===== src/rtl/rv32_pipe_pkg.sv =====
// Shared encodings and bubble defaults for the RV32I pipeline stage registers.
package rv32_pipe_pkg;

  // Write-back source select encodings
  localparam logic [1:0] WBSEL_ALU = 2'd0;
  localparam logic [1:0] WBSEL_MEM = 2'd1;
  localparam logic [1:0] WBSEL_PC4 = 2'd2;
  localparam logic [1:0] WBSEL_IMM = 2'd3;

  // Load funct3 encodings
  localparam logic [2:0] F3_LB  = 3'b000;
  localparam logic [2:0] F3_LH  = 3'b001;
  localparam logic [2:0] F3_LW  = 3'b010;
  localparam logic [2:0] F3_LBU = 3'b100;
  localparam logic [2:0] F3_LHU = 3'b101;

  // Store funct3 encodings
  localparam logic [2:0] F3_SB = 3'b000;
  localparam logic [2:0] F3_SH = 3'b001;
  localparam logic [2:0] F3_SW = 3'b010;

  // Memory direction: 1 = read, 0 = write
  localparam logic MEM_READ  = 1'b1;
  localparam logic MEM_WRITE = 1'b0;

  // Control values presented while the stage holds no live instruction
  localparam logic BUBBLE_WERF   = 1'b0;
  localparam logic BUBBLE_MEM_EN = 1'b0;
  localparam logic BUBBLE_MEM_RW = MEM_READ;

  // Handshake state of a two-slot stage, used for readability in debug views
  typedef enum logic [1:0] {
    OCC_EMPTY = 2'd0,
    OCC_MAIN  = 2'd1,
    OCC_FULL  = 2'd2
  } occ_e;

  // Derive occupancy from the two valid bits
  function automatic occ_e occ_of(input logic main_valid, input logic skid_valid);
    if (skid_valid)      return OCC_FULL;
    else if (main_valid) return OCC_MAIN;
    else                 return OCC_EMPTY;
  endfunction

endpackage


===== src/rtl/pipe_skid_buf.sv =====
// Generic valid/ready pipeline register with optional 1-entry skid buffer and flush.
module pipe_skid_buf
  import rv32_pipe_pkg::*;
#(
  parameter int unsigned WIDTH   = 8,
  parameter bit          SKID_EN = 1'b1
) (
  input  logic             clk,
  input  logic             reset,
  input  logic             flush,
  input  logic             in_valid,
  output logic             in_ready,
  input  logic [WIDTH-1:0] in_data,
  output logic             out_valid,
  input  logic             out_ready,
  output logic [WIDTH-1:0] out_data,
  output occ_e             occ
);

  logic             r_main_valid;
  logic             r_skid_valid;
  logic [WIDTH-1:0] r_main_data;
  logic [WIDTH-1:0] r_skid_data;

  logic w_accept;
  logic w_load_main;

  // Ready: with a skid it depends only on state, otherwise it passes out_ready through
  always_comb begin
    if (SKID_EN) in_ready = ~r_skid_valid;
    else         in_ready = out_ready | ~r_main_valid;
  end

  assign w_accept    = in_valid & in_ready;
  assign w_load_main = ~r_main_valid | out_ready;
  assign out_valid   = r_main_valid;
  assign out_data    = r_main_data;
  assign occ         = occ_of(r_main_valid, r_skid_valid);

  // Main/skid update; reset beats flush, flush drops any same-cycle accept
  always_ff @(posedge clk) begin
    if (reset) begin
      r_main_valid <= 1'b0;
      r_skid_valid <= 1'b0;
      r_main_data  <= '0;
      r_skid_data  <= '0;
    end else if (flush) begin
      r_main_valid <= 1'b0;
      r_skid_valid <= 1'b0;
    end else if (w_load_main) begin
      if (r_skid_valid) begin
        // Skid is older than anything on the input; in_ready was low so no accept here
        r_main_valid <= 1'b1;
        r_main_data  <= r_skid_data;
        r_skid_valid <= 1'b0;
      end else begin
        r_main_valid <= w_accept;
        if (w_accept) r_main_data <= in_data;
      end
    end else if (SKID_EN && w_accept) begin
      // Main is stalled: park the new instruction in the skid slot
      r_skid_valid <= 1'b1;
      r_skid_data  <= in_data;
    end
  end

endmodule


===== src/rtl/mem_wb_stage_reg.sv =====
// EX->MEM/WB stage register: packs the payload, delegates handshaking, forces bubble controls.
module mem_wb_stage_reg
  import rv32_pipe_pkg::*;
#(
  parameter int unsigned XLEN    = 32,
  parameter int unsigned RA_W    = 5,
  parameter int unsigned WBSEL_W = 2,
  parameter int unsigned MASK_W  = 4,
  parameter bit          SKID_EN = 1'b1
) (
  input  logic               clk,
  input  logic               reset,
  input  logic               flush,
  input  logic               in_valid,
  output logic               in_ready,
  input  logic [XLEN-1:0]    alu_in,
  input  logic [XLEN-1:0]    store_in,
  input  logic [XLEN-1:0]    pc_4_in,
  input  logic [XLEN-1:0]    pc_imm_in,
  input  logic [XLEN-1:0]    imm_in,
  input  logic [RA_W-1:0]    rd_in,
  input  logic [2:0]         funct3_in,
  input  logic [MASK_W-1:0]  mask_in,
  input  logic [WBSEL_W-1:0] wb_sel_in,
  input  logic               werf_in,
  input  logic               mem_en_in,
  input  logic               mem_rw_in,
  input  logic               load_uns_in,
  output logic               out_valid,
  input  logic               out_ready,
  output logic [XLEN-1:0]    alu_out,
  output logic [XLEN-1:0]    store_out,
  output logic [XLEN-1:0]    pc_4_out,
  output logic [XLEN-1:0]    pc_imm_out,
  output logic [XLEN-1:0]    imm_out,
  output logic [RA_W-1:0]    rd_out,
  output logic [2:0]         funct3_out,
  output logic [MASK_W-1:0]  mask_out,
  output logic [WBSEL_W-1:0] wb_sel_out,
  output logic               werf_out,
  output logic               mem_en_out,
  output logic               mem_rw_out,
  output logic               load_uns_out
);

  localparam int unsigned PW = 5 * XLEN + RA_W + 3 + MASK_W + WBSEL_W + 4;

  logic [PW-1:0]      w_in_data;
  logic [PW-1:0]      w_out_data;
  logic               w_out_valid;
  occ_e               w_occ;
  logic [MASK_W-1:0]  w_mask;
  logic               w_werf;
  logic               w_mem_en;
  logic               w_mem_rw;

  assign w_in_data = {alu_in, store_in, pc_4_in, pc_imm_in, imm_in, rd_in, funct3_in, mask_in,
                      wb_sel_in, werf_in, mem_en_in, mem_rw_in, load_uns_in};

  pipe_skid_buf #(
    .WIDTH   (PW),
    .SKID_EN (SKID_EN)
  ) u_buf (
    .clk       (clk),
    .reset     (reset),
    .flush     (flush),
    .in_valid  (in_valid),
    .in_ready  (in_ready),
    .in_data   (w_in_data),
    .out_valid (w_out_valid),
    .out_ready (out_ready),
    .out_data  (w_out_data),
    .occ       (w_occ)
  );

  assign {alu_out, store_out, pc_4_out, pc_imm_out, imm_out, rd_out, funct3_out, w_mask,
          wb_sel_out, w_werf, w_mem_en, w_mem_rw, load_uns_out} = w_out_data;

  // Side-effecting controls are masked off whenever the held entry is not live
  always_comb begin
    out_valid  = w_out_valid;
    werf_out   = w_out_valid ? w_werf   : BUBBLE_WERF;
    mem_en_out = w_out_valid ? w_mem_en : BUBBLE_MEM_EN;
    mem_rw_out = w_out_valid ? w_mem_rw : BUBBLE_MEM_RW;
    mask_out   = w_out_valid ? w_mask   : '0;
  end

  logic w_unused;
  assign w_unused = ^w_occ;

endmodule

===== config.mk =====
export PLATFORM = sky130hd
export DESIGN_NAME = mem_wb_stage_reg
export DESIGN_NICKNAME = d
export VERILOG_FILES = /design/src/rtl/rv32_pipe_pkg.sv /design/src/rtl/pipe_skid_buf.sv /design/src/rtl/mem_wb_stage_reg.sv
export SDC_FILE = /design/constraint.sdc
export NUM_CORES = 1
export LEC_CHECK = 0
export CORE_ASPECT_RATIO = 1.2
export CORE_MARGIN = 8
export CORE_UTILIZATION = 57
export DETAILED_ROUTE_END_ITERATION = 8
export PLACE_DENSITY_LB_ADDON = 0.3
export SLEW_MARGIN = 20
export SYNTH_ARGS = -nofsm -noshare
export SYNTH_HDL_FRONTEND = slang
export SYNTH_SLANG_ARGS = --single-unit

===== constraint.sdc =====
create_clock -name clk -period 3.3 [get_ports clk]
set_input_delay 0.33 -clock clk [delete_from_list [all_inputs] [get_ports clk]]
set_output_delay 0.33 -clock clk [all_outputs]
set_load 0.02 [all_outputs]

**Yosys cells after proc, flatten, opt, wreduce, memory -nomap -nowiden**

Cells that the tools add are included.

- Bits in registers: 358
- Output and inout bits: 180

- Mux-type cells: 7
- Reduce and logical (&&, ||, !) cells: 5
- Bitwise logic cells: 6

Operators with widths:

| cell | count |
|---|---|
| $mux 178 | 2 |
| $reduce_and 3->1 | 2 |
| $mux 1 | 4 |
| $mux 4 | 1 |
| $not 1->1 | 4 |
| $reduce_or 3->1 | 1 |
| $reduce_bool 2->1 | 1 |
| $reduce_or 2->1 | 1 |
| $and 1x1->1 | 1 |
| $or 1x1->1 | 1 |

**Logic depth before layout (Yosys ltp)**

- Word-level depth: 4
- Gate-level depth with buffers: 7

**Modules after synthesis**

Synthesis repeated with hierarchy kept, for this count alone.

- Cells, all modules: 1800
- Area total of the unflattened synthesis: 17862.1 um2

Modules (own cells, without submodules):

| module | seq. area each (um2) | area each (um2) | cells an instance | instances |
|---|---|---|---|---|
| pipe_skid_buf | 7166.9 | 17818.3 | 1793 | 1 |
| mem_wb_stage_reg | 0.0 | 43.8 | 7 | 1 |

**Worst setup path before layout**

No wires, ideal clock.

- Kind: register to register
- Start: register u_buf.r_main_valid, in the netlist u_buf.out_valid
- End: register u_buf.r_skid_data[138]
- Slack: 1.530 ns
- Arrival: 1.698 ns
- Path buffers: 3
- Stages on the path, launching flop included: 7
- Library setup time: 0.072 ns
- Cells stage by stage: dfxtp_1 > nand2b_1 > nor4b_1 > clkbuf_1 > buf_4 > buf_4 > mux2i_1

- Longest elaborated chain between the ends: 4

Ends and longest elaborated chain:

| item | RTL line | source |
|---|---|---|
| from (decl) | pipe_skid_buf.sv:20 | `logic r_main_valid;` |
| from (signal assigned) | pipe_skid_buf.sv:57 | `r_main_valid <= w_accept;` |
| $not 1->1 | -- |  |
| $or 1x1->1 | -- |  |
| $not 1->1 (no source line) | -- |  |
| $reduce_and 3->1 (no source line) | -- |  |
| to (signal assigned) | pipe_skid_buf.sv:63 | `r_skid_data <= in_data;` |
| to (decl) | pipe_skid_buf.sv:23 | `logic [WIDTH-1:0] r_skid_data;` |

No other way between the ends.
A chain may end at the register's enable or synchronous reset.

**Worst setup path in the final report**

- Start: register u_buf.r_skid_valid
- End: output in_ready

- Longest elaborated chain between the ends: 1

Ends and longest elaborated chain:

| item | RTL line | source |
|---|---|---|
| from (decl) | pipe_skid_buf.sv:21 | `logic r_skid_valid;` |
| from (signal assigned) | pipe_skid_buf.sv:44 | `r_skid_valid <= 1'b0;` |
| from (signal assigned) | pipe_skid_buf.sv:49 | `r_skid_valid <= 1'b0;` |
| from (signal assigned) | pipe_skid_buf.sv:55 | `r_skid_valid <= 1'b0;` |
| $not 1->1 | pipe_skid_buf.sv:30 | `if (SKID_EN) in_ready = ~r_skid_valid;` |
| to (decl) | mem_wb_stage_reg.sv:15 | `output logic in_ready,` |

No other way between the ends.

==> flow_metrics.py <==
metrics = {
    "layout": {
        "multi_input_area_um2": 9080,
        "finalNonFillerCells": 2526,
        "area_growth_pct": 19.6,
        "register_area_um2": 7170,
        "fillers": 2509,
        "fin_nets": 2226,
        "layout-drive-gt1-share": 0.176,
    },
    "setup_path": {
        "startpoint_type": "register",
        "slowest_delay_ns": 0.65,
        "path_cells": "buf_12 > inv_1 > clkdlybuf4s50_1",
        "path_class": "register to output port",
        "crit_required_ns": 2.97,
        "path_buf_inv": 3,
        "crit_arrival_ns": 2.26,
        "crit_fanout": 74,
        "cp_slowest_cell": "dfxtp_4",
        "worst_setup_path_end_kind": "output port",
        "cp_top_family": "buffers and inverters",
    },
    "timing": {
        "slew-limit-headroom": 0.396,
        "fin_setup_tns_ns": 0,
        "max_freq_ghz": 0.386,
        "finClkSkew_ns": 0.00974,
        "period_needed_ns": 2.59,
        "final-setup-viol-count": 0,
        "slew_violations": 0,
        "worstMarginPinSlew_ns": 0.906,
        "finalHoldViolCount": 0,
        "hold_slack_ns": 0.237,
        "layout_worst_path_cycle_share": 0.784,
        "rsz0062_at_grt": "no",
    },
    "synthesis": {
        "yosysWarnings": 0,
        "postSynthCellCount": 1968,
        "synth-seq-cells": 358,
        "syn_nets": 2151,
        "syn_area_um2": 19000,
        "syn_avg_cell_area_um2": 9.67,
        "yosysSeqAreaShare": 0.377,
        "synth.distinct_cells": 19,
    },
    "placement": {
        "post-dp-hpwl_um": 29800,
        "dp_cells": 2453,
        "place_congestion": 0.786,
        "port_buffers": 362,
    },
    "clocking": {
        "postCtsSetupBuffers": 0,
        "cts.path.max_buffers": 3,
        "clkLatencyLatePin_ns": 0.52,
        "clock-root-buffer": "clkbuf_16",
        "cts_max_level": 2,
        "clkTransAtPathRegs_ns": 0.06,
        "cts_made_buffers": 38,
        "cts_hold_buf": 0,
        "clock_sinks": 358,
        "cts_tree": "built",
        "cts_resized": 0,
    },
    "floorplan": {
        "num_rows": 73,
        "core_area_um2": 33000,
        "fp.dieH_um": 216,
        "io_pins": 363,
        "initial_core_util": 0.577,
        "die-area_um2": 39500,
        "die_w_um": 183,
    },
    "grt": {
        "grt_use_total": 0.232,
        "grt_pass1_wl_um": 76200,
        "grt_max_degree": 134,
        "grt_antenna_before_repair": 13,
        "grt_overflow": 0,
        "grt_pass1_vias": 14300,
    },
    "drt": {
        "first_iter_violations": 925,
        "wl_per_cell_um": 18.9,
        "drc": 0,
        "detail-route-antenna-nets": 0,
        "via_per_inst": 5.51,
        "totalWireLength_um": 47700,
        "first_pass_iters": 5,
        "vias": 13900,
    },
    "power": {
        "ir_drop_mv": 0.391,
        "power_density_nw_per_um2": 460,
        "p_leak_nw": 7.54,
    },
    "min_path": {
        "hold_class": "input pin to register",
    },
    "job": {
        "maxCapViolations": 0,
    },
    "run_status": {
        "outcome": "complete, no violations",
    },
}
==> stage by stage <==
stage               total power, mW  instance area [um^2]  setup slack (ns)  utilization
floorplan                      5.76                 19000              1.53            -
finish                         10.5                 22800             0.712        0.690
detailed placement             6.27                 21500             0.816        0.652
global placement               6.24                 21500             0.893        0.652
CTS                            10.6                 22700             0.697        0.689
global route                   10.8                 22800             0.602        0.690
==> cells in the mapped netlist <==
library cell | n | area [um^2]
inv_1 | 179 | 672
nand2_1 | 1 | 3.75
mux2_2 | 178 | 2000
nor4_1 | 179 | 1120
a211oi_2 | 100 | 1250
buf_2 | 24 | 120
nor2b_1 | 1 | 6.26
nand2b_1 | 357 | 2230
clkbuf_1 | 121 | 454
nor4b_1 | 1 | 8.76
nor2_2 | 1 | 6.26
buf_1 | 7 | 26.3
buf_4 | 183 | 1370
mux2i_1 | 178 | 1780
and2_1 | 6 | 37.5
buf_6 | 14 | 158
a211oi_1 | 79 | 593
or3_1 | 1 | 6.26
dfxtp_1 | 358 | 7170
==> cell families (layout without fill, tap and decap cells) <==
kind of cell,after synthesis,count (layout),share of synthesized area
buf+inv,528,629,0.147
flops,358,358,0.377
simple gates,547,547,0.180
other cells,0,7,0
compound gates,179,179,0.0969
mux,356,356,0.199
==> path summary, 6_finish.rpt <==
kind | startpoint | end | slack, ns | cells past startpoint
setup / recovery | u_buf.r_skid_valid | in_ready | 0.71 | 3
hold / removal | reset | u_buf.out_data[66] | 0.24 | 2
setup reg to reg | u_buf.out_valid | u_buf.r_skid_data[109] | 1.15 | 5
hold reg to reg | u_buf.out_data[47] | u_buf.out_data[47] | 0.46 | 2
==> placed cells by master (no fill, tap or decap), drive strengths merged, types with 2 or more instances in the layout <==
cell type      count
mux2             178
a211oi           179
bufinv             2
dfxtp            358
diode              7
nor4             179
and2               6
clkinv             8
clkdlybuf4s50    360
inv              179
buf               24
clkbuf            54
mux2i            178
nand2b           357
clkinvlp           2
==> power by group <==
part	total (mW)	internal (mW)	switching, mW
combinational	1.59	0.797	0.788
sequential	4.60	4.49	0.104
clock	4.28	2.53	1.75
==> flip-flops by register name (all words and copies together) (netlist names) <==
signal,flops
u_buf.out_data,178
u_buf.out_valid,1
u_buf.r_skid_data,178
u_buf.r_skid_valid,1
==> routing by layer <==
layer	vias up	global-route usage	wire length, um
met2	385	0.373	22100
met5	-	0	78
li1	6731	-	-
met1	6689	0.287	20500
met3	98	0.0720	3610
met4	12	0.0874	1470
==> final cells by class <==
class	instances	share of cell area
tap	450	0.0247
timing repair buffer	384	0.176
multi-input combinational	1082	0.399
antenna	7	0.000770
inverter	179	0.0295
clock buffer	54	0.0494
sequential	358	0.315
clock inverter	12	0.00522
Note: power is estimated with default switching activity, not from simulation.
